--- config.mk ---
export PLATFORM = sky130hd
export DESIGN_NAME = clock_time_ctrl
export DESIGN_NICKNAME = d
export VERILOG_FILES = /design/src/rtl/clock_time_ctrl.sv
export SDC_FILE = /design/constraint.sdc
export NUM_CORES = 1
export LEC_CHECK = 0
export ABC_AREA = 1
export BUFFER_PORTS_ARGS = -buffer_cell sky130_fd_sc_hd__buf_2
export CAP_MARGIN = 15
export CORE_ASPECT_RATIO = 1.1
export CORE_MARGIN = 10
export CORE_UTILIZATION = 55
export CTS_CLUSTER_SIZE = 28
export DETAILED_ROUTE_END_ITERATION = 12
export GPL_ROUTABILITY_DRIVEN = 0
export GPL_TIMING_DRIVEN = 0
export PLACE_DENSITY = 0.79
export SYNTH_ARGS = -nofsm -noshare
export SYNTH_HDL_FRONTEND = slang
export SYNTH_SLANG_ARGS = --single-unit
--- constraint.sdc ---
create_clock -name clk -period 2.85 [get_ports clk]
set_clock_uncertainty 0.05 [all_clocks]
set_input_delay 0.57 -clock clk [delete_from_list [all_inputs] [get_ports clk]]
set_output_delay 0.57 -clock clk [all_outputs]
set_load 0.02 [all_outputs]
--- src/rtl/clock_time_ctrl.sv ---
// Clock sequencer: 1 Hz timebase, cascaded counter enables,
// button-driven time-set FSM and field blink for the display.
module clock_time_ctrl #(
  parameter int TICK_DIV  = 100_000_000,
  parameter int BLINK_DIV = 25_000_000
) (
  input  logic       clk,
  input  logic       reset,
  input  logic       mode_btn,
  input  logic       inc_btn,
  input  logic       sec_last,
  input  logic       min_last,
  input  logic       hr_last,
  output logic       sec_ena,
  output logic       min_ena,
  output logic       hr_ena,
  output logic       sec_clr,
  output logic       day_pulse,
  output logic [1:0] mode,
  output logic [2:0] disp_on
);

  localparam int TW = (TICK_DIV > 1) ? $clog2(TICK_DIV) : 1;
  localparam int BW = (BLINK_DIV > 1) ? $clog2(BLINK_DIV) : 1;
  localparam logic [TW-1:0] TICK_MAX = TW'(TICK_DIV - 1);
  localparam logic [BW-1:0] BLNK_MAX = BW'(BLINK_DIV - 1);

  localparam logic [1:0] RUN     = 2'b00;
  localparam logic [1:0] SET_HR  = 2'b01;
  localparam logic [1:0] SET_MIN = 2'b10;
  localparam logic [1:0] SET_SEC = 2'b11;

  logic [1:0]    r_state;
  logic [TW-1:0] r_pre;
  logic [BW-1:0] r_bcnt;
  logic          r_phase;
  logic          r_resync;
  logic          r_ms1, r_ms2, r_mprev, r_mpress;
  logic          r_is1, r_is2, r_iprev, r_ipress;
  logic          r_sec_ena, r_min_ena, r_hr_ena;
  logic          r_sec_clr, r_day;
  logic [2:0]    r_disp;

  logic          w_mode_p, w_inc_p, w_run, w_tick;
  logic          w_leave, w_clr_pre, w_run_tick;
  logic [1:0]    w_state_nxt;
  logic [BW-1:0] w_bcnt_nxt;
  logic          w_phase_nxt;
  logic [2:0]    w_disp_nxt;

  always_comb begin
    w_mode_p    = r_mpress;
    w_inc_p     = r_ipress & ~r_mpress;
    w_run       = (r_state == RUN);
    w_tick      = (r_pre == TICK_MAX);
    w_run_tick  = w_run & w_tick;
    w_leave     = (r_state == SET_SEC) & w_mode_p;
    // Hold the prescaler at 0 for two edges so the first
    // tick after leaving set mode is a full period later.
    w_clr_pre   = w_leave | r_resync;
    w_state_nxt = r_state;
    if (w_mode_p) w_state_nxt = r_state + 2'd1;
    w_bcnt_nxt  = r_bcnt;
    w_phase_nxt = r_phase;
    if (w_state_nxt == RUN) begin
      w_bcnt_nxt  = '0;
      w_phase_nxt = 1'b1;
    end else if (w_run) begin
      w_bcnt_nxt  = '0;
      w_phase_nxt = 1'b0;
    end else if (r_bcnt == BLNK_MAX) begin
      w_bcnt_nxt  = '0;
      w_phase_nxt = ~r_phase;
    end else begin
      w_bcnt_nxt  = r_bcnt + BW'(1);
    end
    w_disp_nxt = 3'b111;
    unique case (1'b1)
      (w_state_nxt == SET_HR):  w_disp_nxt = {w_phase_nxt, 2'b11};
      (w_state_nxt == SET_MIN): w_disp_nxt = {1'b1, w_phase_nxt, 1'b1};
      (w_state_nxt == SET_SEC): w_disp_nxt = {2'b11, w_phase_nxt};
      default:                  w_disp_nxt = 3'b111;
    endcase
  end

  always_ff @(posedge clk or negedge reset) begin
    if (!reset) begin
      r_state   <= RUN;
      r_pre     <= '0;
      r_bcnt    <= '0;
      r_phase   <= 1'b1;
      r_resync  <= 1'b0;
      r_ms1     <= 1'b0;
      r_ms2     <= 1'b0;
      r_mprev   <= 1'b0;
      r_mpress  <= 1'b0;
      r_is1     <= 1'b0;
      r_is2     <= 1'b0;
      r_iprev   <= 1'b0;
      r_ipress  <= 1'b0;
      r_sec_ena <= 1'b0;
      r_min_ena <= 1'b0;
      r_hr_ena  <= 1'b0;
      r_sec_clr <= 1'b0;
      r_day     <= 1'b0;
      r_disp    <= 3'b111;
    end else begin
      r_ms1     <= mode_btn;
      r_ms2     <= r_ms1;
      r_mprev   <= r_ms2;
      r_mpress  <= r_ms2 & ~r_mprev;
      r_is1     <= inc_btn;
      r_is2     <= r_is1;
      r_iprev   <= r_is2;
      r_ipress  <= r_is2 & ~r_iprev;
      r_state   <= w_state_nxt;
      r_resync  <= w_leave;
      r_bcnt    <= w_bcnt_nxt;
      r_phase   <= w_phase_nxt;
      r_disp    <= w_disp_nxt;
      if (w_clr_pre || w_tick) r_pre <= '0;
      else                     r_pre <= r_pre + TW'(1);
      r_sec_ena <= w_run_tick;
      r_min_ena <= (w_run_tick & sec_last)
                 | (w_inc_p & (r_state == SET_MIN));
      r_hr_ena  <= (w_run_tick & sec_last & min_last)
                 | (w_inc_p & (r_state == SET_HR));
      r_day     <= w_run_tick & sec_last & min_last & hr_last;
      r_sec_clr <= w_inc_p & (r_state == SET_SEC);
    end
  end

  assign sec_ena   = r_sec_ena;
  assign min_ena   = r_min_ena;
  assign hr_ena    = r_hr_ena;
  assign sec_clr   = r_sec_clr;
  assign day_pulse = r_day;
  assign mode      = r_state;
  assign disp_on   = r_disp;

endmodule

Word-level counts from Yosys, hierarchy flattened:

Index checks and enable logic that the tools add are counted.
W data, S select, Z words.

* flip-flop bits (word level): 72
* bits of input ports: 7
* output and inout port bits: 10
* logic and storage cells: 60

* add/sub/neg operators: 3
* eq/ne operators: 8
* muxes and demuxes: 9
* bitwise operators: 18
* reduce and logical (&&, ||, !) cells: 3

Operator list (number)
* $mux W25: 3
* $add A27 B1 Y27 const B: 1
* $eq A27 B27 Y1 const B: 1
* $mux W27: 1
* $add A25 B1 Y25 const B: 1
* $eq A25 B25 Y1 const B: 1
* $and A1 B1 Y1: 11
* $pmux W3 S3: 1
* $eq A2 B2 Y1 const B: 4
* $eq A2 B1 Y1 const B: 2
* $logic_not A2 Y1: 2
* $not A1 Y1: 4
* $mux W1: 3
* $or A1 B1 Y1: 3
* $add A2 B1 Y2 const B: 1
* $mux W2: 1
* $logic_or A1 B1 Y1: 1

Longest topological paths before layout:

* word-level depth: 5
* depth in mapped cells: 10
* mapped depth without buffers: 10

Worst setup path after synthesis:

No wires, ideal clock.

* kind: register -> register
* start: register r_state[0] (netlist: mode[0])
* end: register r_bcnt[10]
* library setup time: 0.118 ns
* arrival: 1.564 ns
* data required time: 2.682 ns
* slack: 1.118 ns
* stages on the path, launching flop included: 10
* buffers on the path: 1
* period minus slack after synthesis: 1.732 ns
* cells stage by stage: dfrtp_1 inv_1 ha_1 nand2_1 o21ai_1 nor2_2 nor2_4 nand2_4 buf_6 nor2_1

* longest elaborated chain between the ends: 4
* elaborated cells on any way between the ends: 6
* classes of those cells: add/sub (1); mux (3); reduce/logical (2)

RTL lines
* start: declaration: line 33 `logic [1:0] r_state;`
* start signal: assignment: line 116 `r_state <= w_state_nxt;`
* $add A2 B1 Y2: line 62 `if (w_mode_p) w_state_nxt = r_state + 2'd1;`
* $mux W2: line 62
* net w_state_nxt[1]: line 46 `logic [1:0] w_state_nxt;`
* $logic_not A2 Y1: line 65 `if (w_state_nxt == RUN) begin`
* $mux W25: line 65
* net w_bcnt_nxt[10]: line 47 `logic [BW-1:0] w_bcnt_nxt;`
* end signal: assignment: line 118 `r_bcnt <= w_bcnt_nxt;`
* end: declaration: line 35 `logic [BW-1:0] r_bcnt;`

The timed path passes the listed nets, and every way through them passes these cells.

Worst setup path in the final report:

* start: register r_state[0] (netlist: mode[0])
* end: register r_bcnt[24]

Same word-level chain as after synthesis.

==> metrics.yaml <==
die:
  start_util_pct: 56.6
  rows: 31
  die_w_um: 98.8
  ioPinCount: 17
  die_area_mm2: 0.0105
  core-area_mm2: 0.00663
  die_y_um: 107
clock_tree:
  cts_max_path_buffers: 2
  cts_tree: "done"
  cts_buffers: 9
  cts-root-buf: "clkbuf_8"
  clk_latency_ns: 0.35
  cts_setup_buffers: 0
  hold_buffers: 0
  htree_levels: 3
  cts_resized: 0
  clk_pin_slew_ns: 0.08
  cts.sinks: 72
power_and_ir_drop:
  max-vdd-ir-drop_mv: 0.599
  power_leakage_uw: 0.00189
  p_per_area_mw_per_mm2: 659
  power_uw: 2730
flow_run:
  drv_cap: 0
worst_setup_path:
  reg2reg_depth: 10
  critPathArrivalTime_ns: 2.14
  worst-setup-path-type: "register to register"
  critPathLaunchType: "register"
  crit_required_ns: 3.07
  end_kind: "register"
  critical_path_peak_fanout: 10
timing:
  post-route-min-period_ns: 1.92
  setup_viol: 0
  fmax_mhz: 522
  hold_viol: 0
  rsz0062_at_grt: "false"
  slew_headroom_pct: 41.0
  slew_violations: 0
  min_period_over_period_pct: 67.3
  holdWs_ns: 0.270
  setup-tns-final_ns: 0
  tightestPinTransition_ns: 0.885
final_layout:
  antenna_cells: 0
  drive_above_1_share_pct: 10.6
  fin_nets: 525
  areaGrowthSynthToFinish_pct: 10.3
  nFillCells: 580
grt:
  grt_pass1_vias: 3103
  grt_max_degree: 73
  antenna_found_initial: 0
  grt_overflow: 0
  grt_pass1_wl_mm: 13.5
  grt.total_usage_pct: 15.2
detailed_routing:
  viasPerCell: 5.06
  wl_met1_mm: 3.48
  wire_per_inst_um: 12.9
  num_vias: 3028
  drc: 0
  ant_nets: 0
  first_pass_iters: 4
  wl_met3_um: 267
  routed_wirelength_mm: 7.74
  drtIter0Drc: 113
  dr_wl_met2_mm: 3.87
  routed.top_layer: "met4"
run_status:
  status: "finished, final reports clean"
yosys:
  ys_seq_area_share_pct: 48.1
  ys_ff_latch: 72
  syn-num-nets: 498
  synthCells: 485
  synthesis.area_mm2: 0.00376
  ys_warn_count: 0
  yosysUniqueCellTypes: 32
  postSynthAreaPerCell_um2: 7.74
place:
  post-dp-hpwl_mm: 5.64
  port_buffers: 16
min_path:
  min_path_type: "input pin to async pin"
[report_power, final]
part	leakage [µW]	internal, µW	switching (µW)
sequential	0.000960	1140	106
combinational	0.000829	219	432
clock	0.000103	431	400
[placed cells by master, fill, tap and decap left out, types with 3 or more instances in the layout]
cell type | netlist | layout
buf_2 | 0 | 15
nor2_1 | 119 | 119
nand3_1 | 30 | 30
o21ai_1 | 4 | 4
clkbuf_8 | 0 | 10
buf_6 | 3 | 3
xor2_1 | 15 | 15
nor3_1 | 25 | 25
a21oi_1 | 4 | 4
ha_1 | 6 | 6
dfstp_2 | 4 | 4
dfrtp_1 | 68 | 68
inv_1 | 60 | 60
nand2_1 | 111 | 111
xnor2_1 | 4 | 4
nand4_1 | 4 | 4
[synthesized netlist by cell type]
cell      instances  area, µm²
nand3_4           2       35.0
nor3_1           25        125
o21ai_1           4       20.0
a31oi_1           2       12.5
nor2_1          119        447
nand2_1         111        417
ha_1              6       75.1
dfstp_2           4        105
inv_4             1       6.26
nor4_1            2       12.5
a21oi_1           4       20.0
xor2_2            1       16.3
inv_1            60        225
nor3b_1           2       15.0
o21bai_1          1       7.51
nor3_2            1       10.0
buf_6             3       33.8
nand4_1           4       25.0
nor2_4            2       22.5
nor2_2            2       12.5
inv_2             2       7.51
nand4_2           1       12.5
xnor2_1           4       35.0
dfrtp_1          68       1700
and3_1            2       12.5
nand3b_1          1       7.51
nand2_2           1       6.26
nand2_4           2       22.5
o21ai_0           2       10.0
nand3_1          30        150
nor3_4            1       16.3
xor2_1           15        131
[per-layer routing]
layer	GRT usage, %	vias to the layer above
met5	0	-
met4	6.56	0
met3	3.92	9
met2	26.5	54
met1	17.1	1406
li1	-	1559
[worst max-delay path: stages, from the launching register on]
cell	delay, ns
dfrtp_1	0.47
inv_1	0.10
ha_1	0.28
nand2_1	0.05
o21ai_1	0.23
nor2_2	0.10
nor2_4	0.11
nand2_4	0.10
inv_4	0.13
o21ai_1	0.10
nor2_1	0.12
[sequential cells by signal, indices dropped and copies added (netlist names), 2 cells and up]
register / count
mode: 2
r_pre: 27
disp_on: 3
r_bcnt: 25
[cells by family (layout without fill, tap and decap cells)]
family | after synthesis | in the layout | synth area share (%)
compound gates | 13 | 13 | 1.87
xor+xnor | 20 | 20 | 4.86
fa+ha+maj | 6 | 6 | 2.00
buf+inv | 66 | 98 | 7.26
flops | 72 | 72 | 48.1
simple gates | 308 | 308 | 35.9
[final cells by class]
| cell class | count | area [µm²] | area share, % |
|---|---|---|---|
| Clock inverter | 6 | 65.1 | 1.57 |
| Timing Repair Buffer | 16 | 82.6 | 1.99 |
| Clock buffer | 10 | 138 | 3.32 |
| Buffer | 3 | 33.8 | 0.815 |
| Multi-Input combinational cell | 347 | 1680 | 40.5 |
| Sequential cell | 72 | 1810 | 43.6 |
| Inverter | 63 | 239 | 5.77 |
| Tap cell | 82 | 103 | 2.48 |
[worst paths after layout]
path / startpoint / end / slack, ns
worst max register to register: mode[0] / r_bcnt[24] / 0.93
worst min-delay path: reset / r_pre[6] / 0.27
min in group clk: inc_btn / r_is1 / 0.27
worst max-delay path: mode[0] / r_bcnt[24] / 0.93
max in group asynchronous: reset / r_mpress / 1.88
worst min register to register: r_is1 / r_is2 / 0.31
[stage by stage]
| step | area [µm²] | util, % | cells | worst slack, ns |
|---|---|---|---|---|
| 3_5_place_dp | 3940 | 59.4 | 583 | 0.960 |
| 4_1_cts | 4140 | 62.5 | 599 | 0.931 |
| 6_report | 4140 | 62.5 | 599 | 0.933 |
| 3_3_place_gp | 3940 | 59.4 | 583 | 0.789 |
| 2_1_floorplan | 3760 | - | 485 | 1.12 |
| 5_1_grt | 4140 | 62.5 | 599 | 0.745 |
No activity file was read; power rests on OpenSTA's default activity.
